`config.mk`:
```
export PLATFORM = sky130hd
export DESIGN_NAME = demux_rr_scheduler_flat
export DESIGN_NICKNAME = d
export VERILOG_FILES = /design/src/rtl/demux_rr_if.sv /design/src/rtl/demux_rr_scheduler.sv /design/src/flat_wrapper.sv
export SDC_FILE = /design/constraint.sdc
export NUM_CORES = 1
export LEC_CHECK = 0
export BUFFER_PORTS_ARGS = -buffer_cell sky130_fd_sc_hd__buf_2
export CAP_MARGIN = 15
export CORE_ASPECT_RATIO = 2
export CORE_MARGIN = 4
export CORE_UTILIZATION = 59
export DETAILED_ROUTE_END_ITERATION = 8
export GPL_ROUTABILITY_DRIVEN = 0
export PLACE_DENSITY = 0.91
export SETUP_SLACK_MARGIN = 0.3
export SLEW_MARGIN = 20
export SYNTH_ARGS = -nofsm -noshare
export SYNTH_HDL_FRONTEND = slang
export SYNTH_SLANG_ARGS = --single-unit
```
`constraint.sdc`:
```
create_clock -name clk -period 3.64 [get_ports clk]
set_input_delay 0.364 -clock clk [delete_from_list [all_inputs] [get_ports clk]]
set_output_delay 0.364 -clock clk [all_outputs]
set_load 0.05 [all_outputs]
```
`src/rtl/demux_rr_if.sv`:
```
// Bit-stream handshake into the scheduler and the registered select/data pair
// it drives into the 1-to-4 demultiplexer.
interface demux_rr_if;
    logic       in_valid;
    logic       in_bit;
    logic       in_ready;
    logic [1:0] sel;
    logic       I;
    logic       out_valid;

    modport master (output in_valid, in_bit, input in_ready, sel, I, out_valid);
    modport slave  (input in_valid, in_bit, output in_ready, sel, I, out_valid);
endinterface

```
`src/rtl/demux_rr_scheduler.sv`:
```
// Round-robin scheduler feeding a 1-to-4 demux: hands out BURST-bit bursts to
// the enabled channels in turn and counts delivered bits per channel.
module demux_rr_scheduler #(
    parameter int BURST = 4,
    parameter int CNT_W = 8
) (
    input  logic               clk,
    input  logic               rst_n,
    input  logic [3:0]         en_mask,
    input  logic               cnt_clr,
    demux_rr_if.slave          bus,
    output logic [4*CNT_W-1:0] ch_cnt
);

    localparam int BC_W = (BURST > 1) ? $clog2(BURST) : 1;
    localparam logic [BC_W-1:0] BURST_LAST = BC_W'(BURST - 1);

    typedef enum logic {S_IDLE, S_RUN} state_t;

    state_t           state_q, state_d;
    logic [1:0]       cur_ch_q, cur_ch_d;
    logic [BC_W-1:0]  burst_cnt_q, burst_cnt_d;
    logic [1:0]       sel_q, sel_d;
    logic             i_q, i_d;
    logic             out_valid_q, out_valid_d;
    logic [CNT_W-1:0] ch_cnt_q [4];
    logic [CNT_W-1:0] ch_cnt_d [4];
    logic             in_ready;
    logic             transfer;

    // Cyclic search c+1..c+4; the last candidate is c itself, so a lone
    // enabled channel keeps the pointer where it is.
    function automatic logic [1:0] next_enabled(input logic [1:0] c, input logic [3:0] mask);
        logic [1:0] k;
        logic       found;
        next_enabled = c;
        found        = 1'b0;
        for (int i = 1; i <= 4; i++) begin
            k = c + 2'(i);
            if (!found && mask[k]) begin
                next_enabled = k;
                found        = 1'b1;
            end
        end
    endfunction

    assign in_ready = (state_q == S_RUN) && en_mask[cur_ch_q];
    assign transfer = bus.in_valid && in_ready;

    always_comb begin
        // NOTE: every signal gets a default before any branch, so no path can
        // leave one unassigned and infer a latch.
        state_d     = state_q;
        cur_ch_d    = cur_ch_q;
        burst_cnt_d = burst_cnt_q;
        sel_d       = sel_q;
        i_d         = 1'b0;
        out_valid_d = 1'b0;
        ch_cnt_d    = ch_cnt_q;

        case (state_q)
            S_IDLE: begin
                if (en_mask != 4'b0000) begin
                    state_d     = S_RUN;
                    burst_cnt_d = '0;
                    if (!en_mask[cur_ch_q]) cur_ch_d = next_enabled(cur_ch_q, en_mask);
                end
            end
            S_RUN: begin
                if (en_mask == 4'b0000) begin
                    state_d     = S_IDLE;
                    burst_cnt_d = '0;
                end else if (!en_mask[cur_ch_q]) begin
                    // Current channel was disabled mid-burst: abandon it.
                    cur_ch_d    = next_enabled(cur_ch_q, en_mask);
                    burst_cnt_d = '0;
                end else if (transfer) begin
                    sel_d              = cur_ch_q;
                    i_d                = bus.in_bit;
                    out_valid_d        = 1'b1;
                    ch_cnt_d[cur_ch_q] = ch_cnt_q[cur_ch_q] + 1'b1;
                    if (burst_cnt_q == BURST_LAST) begin
                        burst_cnt_d = '0;
                        cur_ch_d    = next_enabled(cur_ch_q, en_mask);
                    end else begin
                        burst_cnt_d = burst_cnt_q + 1'b1;
                    end
                end
            end
            default: state_d = S_IDLE;
        endcase

        if (cnt_clr) begin
            for (int k = 0; k < 4; k++) ch_cnt_d[k] = '0;
        end
    end

    // NOTE: state registers use non-blocking assignments so every flop samples
    // the pre-edge value of every other flop.
    always_ff @(posedge clk or negedge rst_n) begin
        if (!rst_n) begin
            state_q     <= S_IDLE;
            cur_ch_q    <= 2'd0;
            burst_cnt_q <= '0;
            sel_q       <= 2'd0;
            i_q         <= 1'b0;
            out_valid_q <= 1'b0;
            for (int k = 0; k < 4; k++) ch_cnt_q[k] <= '0;
        end else begin
            state_q     <= state_d;
            cur_ch_q    <= cur_ch_d;
            burst_cnt_q <= burst_cnt_d;
            sel_q       <= sel_d;
            i_q         <= i_d;
            out_valid_q <= out_valid_d;
            ch_cnt_q    <= ch_cnt_d;
        end
    end

    assign bus.in_ready  = in_ready;
    assign bus.sel       = sel_q;
    assign bus.I         = i_q;
    assign bus.out_valid = out_valid_q;

    for (genvar g = 0; g < 4; g++) begin : g_cnt
        assign ch_cnt[g*CNT_W +: CNT_W] = ch_cnt_q[g];
    end

endmodule

```
`src/flat_wrapper.sv`:
```
// flat-port wrapper written by rule: the top's interface ports become plain ports
module demux_rr_scheduler_flat 
#(
    parameter int BURST = 4,
    parameter int CNT_W = 8
)
  (clk, rst_n, en_mask, cnt_clr, ch_cnt, bus_in_valid, bus_in_bit, bus_in_ready, bus_sel, bus_I, bus_out_valid);
  demux_rr_if bus_i ();
  input  logic clk;
  input  logic rst_n;
  input  logic [3:0] en_mask;
  input  logic cnt_clr;
  output logic [4*CNT_W-1:0] ch_cnt;
  input wire logic [$bits(bus_i.in_valid)-1:0] bus_in_valid;
  input wire logic [$bits(bus_i.in_bit)-1:0] bus_in_bit;
  output wire logic [$bits(bus_i.in_ready)-1:0] bus_in_ready;
  output wire logic [$bits(bus_i.sel)-1:0] bus_sel;
  output wire logic [$bits(bus_i.I)-1:0] bus_I;
  output wire logic [$bits(bus_i.out_valid)-1:0] bus_out_valid;
  assign bus_i.in_valid = bus_in_valid;
  assign bus_i.in_bit = bus_in_bit;
  assign bus_in_ready = bus_i.in_ready;
  assign bus_sel = bus_i.sel;
  assign bus_I = bus_i.I;
  assign bus_out_valid = bus_i.out_valid;
  demux_rr_scheduler #(.BURST(BURST), .CNT_W(CNT_W)) u_core (.clk(clk), .rst_n(rst_n), .en_mask(en_mask), .cnt_clr(cnt_clr), .bus(bus_i), .ch_cnt(ch_cnt));
endmodule
```
==> results.md <==
* complete, no violations — outcome
* sky130_fd_sc_hd__clkbuf_8 — cell at the root of the clock tree
* 0 — number of flops mapped to enable cells by yosys
* 41 — sinks on the clock net
* 0.00113 mm^2 — Multi-input gate area
* 650 mW/mm^2 — power density over the cells
* 0 ps — Setup TNS Final
* 80 ps — clock-pin transition on the worst setup and hold timing paths
* false — RSZ-0062 raised after global routing
* 0 — endpoints failing hold
* 31 — starting DRC count in detailed routing
* 0.0268 — fraction of synthesized cell area in xor and xnor cells
* 0 — post-cts sizing count
* sky130_fd_sc_hd__dfrtp_1 — most repeated cell in the gate-level netlist after synthesis
* 0.703 — final core occ
* u_core.ch_cnt[14]$_DFFE_PN0P_ — Reg-to-Reg End
* 0.00368 mm^2 — Placeable Area
* 0 — detailed-route DRC error count
* 42 — maximum number of pins on one net before global-route repair
* 0.00252 mm^2 — Cell Area, Placed
* 0 — final setup fails
* 2600 ps — minimum clock period after layout
* 189 ps — Post-Route Hold Slack
* 45 — count of buffers from port buffering
* 0 — ant diodes
* 0.448 — sequential fraction of the synthesis area
* 46 — I/O pin count
* 0.715 — share of the clock period used by the worst path after layout
* 0 — Overflow after GRT
* 0.354 — Slew headroom
* 0.554 mV — VDD IR max
* 13.2% — Synth-to-Final Area Change
* 0.448 — area fraction of the dominant cell type after synthesis
* 0 — Post-DRT Antenna Nets
* in -> async — HP Class
* 7.02 ps — Worst Clk Skew
* 218 — post-synthesis net count
* 1.24 nW — leakage power
* 0 — warnings from Yosys
* 0 — # Post-CTS Setup Buffers
* flop — capturing element type of the critical path
* 3600 um — DP HPWL
* done — clock tree from TritonCTS
* u_core.cur_ch_q[0]$_DFFE_PN0P_ — start of the worst register-to-register path
* 2 — maximum count of clock buffers along a single path
* 41 — FF+latch count, synth
* 0.399 — global routing met2 resource utilization
* 0 — antenna violations before repair
* 296 — post-route insts no fill
* 0.00229 mm^2 — Netlist Area Pre-Place
* 1883 — vias in the first global route
* met2 — peak-usage layer in the global routing report
* 0.287 — layout cell share with drive strength beyond 1
* sky130_fd_sc_hd__dfrtp_1 (41), sky130_fd_sc_hd__nor2_1 (36), sky130_fd_sc_hd__a211oi_1 (17) — commonest cells in the netlist
* 0.0651 — global-route track usage on met3
* sky130_fd_sc_hd__dfrtp_1 (45%), sky130_fd_sc_hd__nor2_1 (5.9%), sky130_fd_sc_hd__mux4_1 (5.7%), sky130_fd_sc_hd__mux2i_1 (5.7%), sky130_fd_sc_hd__a211oi_1 (5.6%) — cells taking the most area after synthesis
* 31 — row count
* 52.1 um — die width
* 39 — count of unique library cells instantiated by Yosys
* sky130_fd_sc_hd__dfrtp_1 — dominant cell type by area after synthesis
* 0.242 — grt met1 use
* 1731 — total via count in the routed design
* 290 ps — Worst-Skew Late Latency
* 0.00259 mm^2 — final instance area
* 0 — total of hold buffers inserted after clock tree synthesis
* 5 — Reg2Reg Depth
* 16.7 um — routed length per placed instance
* 0.105 — compound-gate portion of the synthesized area
* 8500 um — first-pass GRT wire length
* reg -> reg — kind of critical path
* 4 — Pre-antenna DRT Iters
* 0.0328 — post-synthesis share of cell area spent on full adders, half adders and majority gates
* 0.190 — share of cell area taken by muxes after synthesis
* 11.3 um^2 — average cell area after synthesis
* 1.00 — fraction of registers with async set/reset
* 0.621 — starting utilization of the core area
* 0.141 — simple-gate share of the synthesized area
* 2750 ps — Critical Path AT
* 22 — largest driver fanout on the critical path
* 0.00500 mm^2 — total die area
* 203 — gate count of the mapped netlist
* 0.230 — GRT Total Usage
* 5 — Num CTS Buffers
* 960 ps — worst-margin pin slew
* 0 — fin. max-slew vios
* 384 MHz — highest clock rate
* 280 — # fillers
* 5.85 — vias per std cell
* 263 — post-layout net count
* multiplexers — main combinational cell family by area after synthesis
* 0.00103 mm^2 — register area
* 1040 ps — worst slack, placed
* flop — critical path startpoint category
* 1.68 mW — total chip power
* 1040 ps — final critical-path setup slack
* 0 — max capacitance violation total
* 1040 ps — R2R setup slack
* 2 — number of H-tree branching levels
* 96.1 um — Die Y
* sky130_fd_sc_hd__dfrtp_1 — most frequently used flop master after synthesis
* 290 — cell count after placement
* 3790 ps — worst endpoint required time
* 4950 um — total detailed-routing wirelength
worst max-delay path, cell delays in order (launching register included):
cell and delay [ps]:
sky130_fd_sc_hd__dfrtp_1 950, sky130_fd_sc_hd__mux4_1 700, sky130_fd_sc_hd__ha_1 270, sky130_fd_sc_hd__nand3_1 100, sky130_fd_sc_hd__xor2_1 320, sky130_fd_sc_hd__a211oi_1 130
layout by cell type, fill, tap and decap left out:
cell type | synthesis | layout
sky130_fd_sc_hd__and3_4 | 1 | 1
sky130_fd_sc_hd__nor4_1 | 2 | 2
sky130_fd_sc_hd__xor2_1 | 3 | 3
sky130_fd_sc_hd__a32o_1 | 1 | 1
sky130_fd_sc_hd__clkbuf_8 | 0 | 5
sky130_fd_sc_hd__nand3b_1 | 2 | 2
sky130_fd_sc_hd__a21oi_1 | 3 | 3
sky130_fd_sc_hd__or3_1 | 1 | 1
sky130_fd_sc_hd__buf_4 | 0 | 4
sky130_fd_sc_hd__or3b_2 | 1 | 1
sky130_fd_sc_hd__mux2_4 | 1 | 1
sky130_fd_sc_hd__o21ai_0 | 1 | 1
sky130_fd_sc_hd__xnor2_1 | 4 | 4
sky130_fd_sc_hd__nor2_1 | 36 | 36
sky130_fd_sc_hd__dfrtp_1 | 41 | 41
sky130_fd_sc_hd__a211o_1 | 1 | 1
sky130_fd_sc_hd__mux4_1 | 5 | 5
sky130_fd_sc_hd__nand4_2 | 1 | 1
sky130_fd_sc_hd__or3b_1 | 1 | 1
sky130_fd_sc_hd__mux4_2 | 4 | 4
sky130_fd_sc_hd__buf_2 | 2 | 45
sky130_fd_sc_hd__and2_1 | 2 | 2
sky130_fd_sc_hd__o31a_1 | 1 | 1
sky130_fd_sc_hd__o41ai_1 | 1 | 1
sky130_fd_sc_hd__clkinv_2 | 0 | 1
sky130_fd_sc_hd__nand2_2 | 1 | 1
sky130_fd_sc_hd__a31oi_1 | 1 | 1
sky130_fd_sc_hd__o22ai_1 | 1 | 1
sky130_fd_sc_hd__mux2_2 | 6 | 6
sky130_fd_sc_hd__nand2b_1 | 5 | 5
sky130_fd_sc_hd__nand2_1 | 4 | 4
sky130_fd_sc_hd__mux2i_1 | 13 | 13
sky130_fd_sc_hd__ha_1 | 6 | 6
sky130_fd_sc_hd__and3_1 | 1 | 1
sky130_fd_sc_hd__or2_2 | 1 | 1
sky130_fd_sc_hd__nor3_1 | 3 | 3
sky130_fd_sc_hd__nand3_1 | 4 | 4
sky130_fd_sc_hd__a211oi_1 | 17 | 17
sky130_fd_sc_hd__o32ai_1 | 5 | 5
sky130_fd_sc_hd__inv_1 | 11 | 11
logic make-up after synthesis:
logic type	count (synthesis)
adder cells (fa/ha/maj)	6
buffers and inverters	22
XOR/XNOR	7
AND/OR/NAND/NOR	66
multiplexers	29
flip-flops	41
AO/OA/AOI/OAI	32
where the power goes:
part | switching, mW | internal (mW) | leakage [nW] | total, mW
logic | 0.475 | 0.288 | 0.649 | 0.763
registers | 0.120 | 0.526 | 0.554 | 0.646
clock network | 0.148 | 0.126 | 0.0399 | 0.274
state kept, by name, summed over array words and instances (netlist names):
name and flops:
u_core.burst_cnt_q 2, u_core.bus.out_valid 1, u_core.bus.I 1, u_core.ch_cnt 32
u_core.state_q 1, u_core.bus.sel 2, u_core.cur_ch_q 2
metal layers:
metal  wire length (um)  vias to the layer above
li1                   -                      824
met1               1840                      847
met2               2670                       47
met3                276                       13
met4                155                        0
met5                  0                        -
cell type report:
| type | count | area share |
|---|---|---|
| repair buffers | 49 | 0.0985 |
| clock inverters | 1 | 0.00193 |
| well taps | 49 | 0.0237 |
| flip-flops and latches | 41 | 0.396 |
| clock buffers | 5 | 0.0266 |
| multi-input cells | 140 | 0.437 |
| inverters | 11 | 0.0159 |
worst max path at each step:
stage,slack [ps],from,depth (start not counted),end
floorplan,1600,u_core.cur_ch_q[1]$_DFFE_PN0P_,8,u_core.cur_ch_q[0]$_DFFE_PN0P_
global placement,1110,u_core.cur_ch_q[0]$_DFFE_PN0P_,5,u_core.ch_cnt[30]$_DFFE_PN0P_
detailed placement,1040,u_core.cur_ch_q[0]$_DFFE_PN0P_,5,u_core.ch_cnt[14]$_DFFE_PN0P_
CTS,1020,u_core.cur_ch_q[0]$_DFFE_PN0P_,5,u_core.ch_cnt[14]$_DFFE_PN0P_
global route,790,u_core.cur_ch_q[0]$_DFFE_PN0P_,6,u_core.cur_ch_q[0]$_DFFE_PN0P_
finish,1040,u_core.cur_ch_q[0]$_DFFE_PN0P_,5,u_core.ch_cnt[14]$_DFFE_PN0P_
No activity file was read; power rests on OpenSTA's default activity.
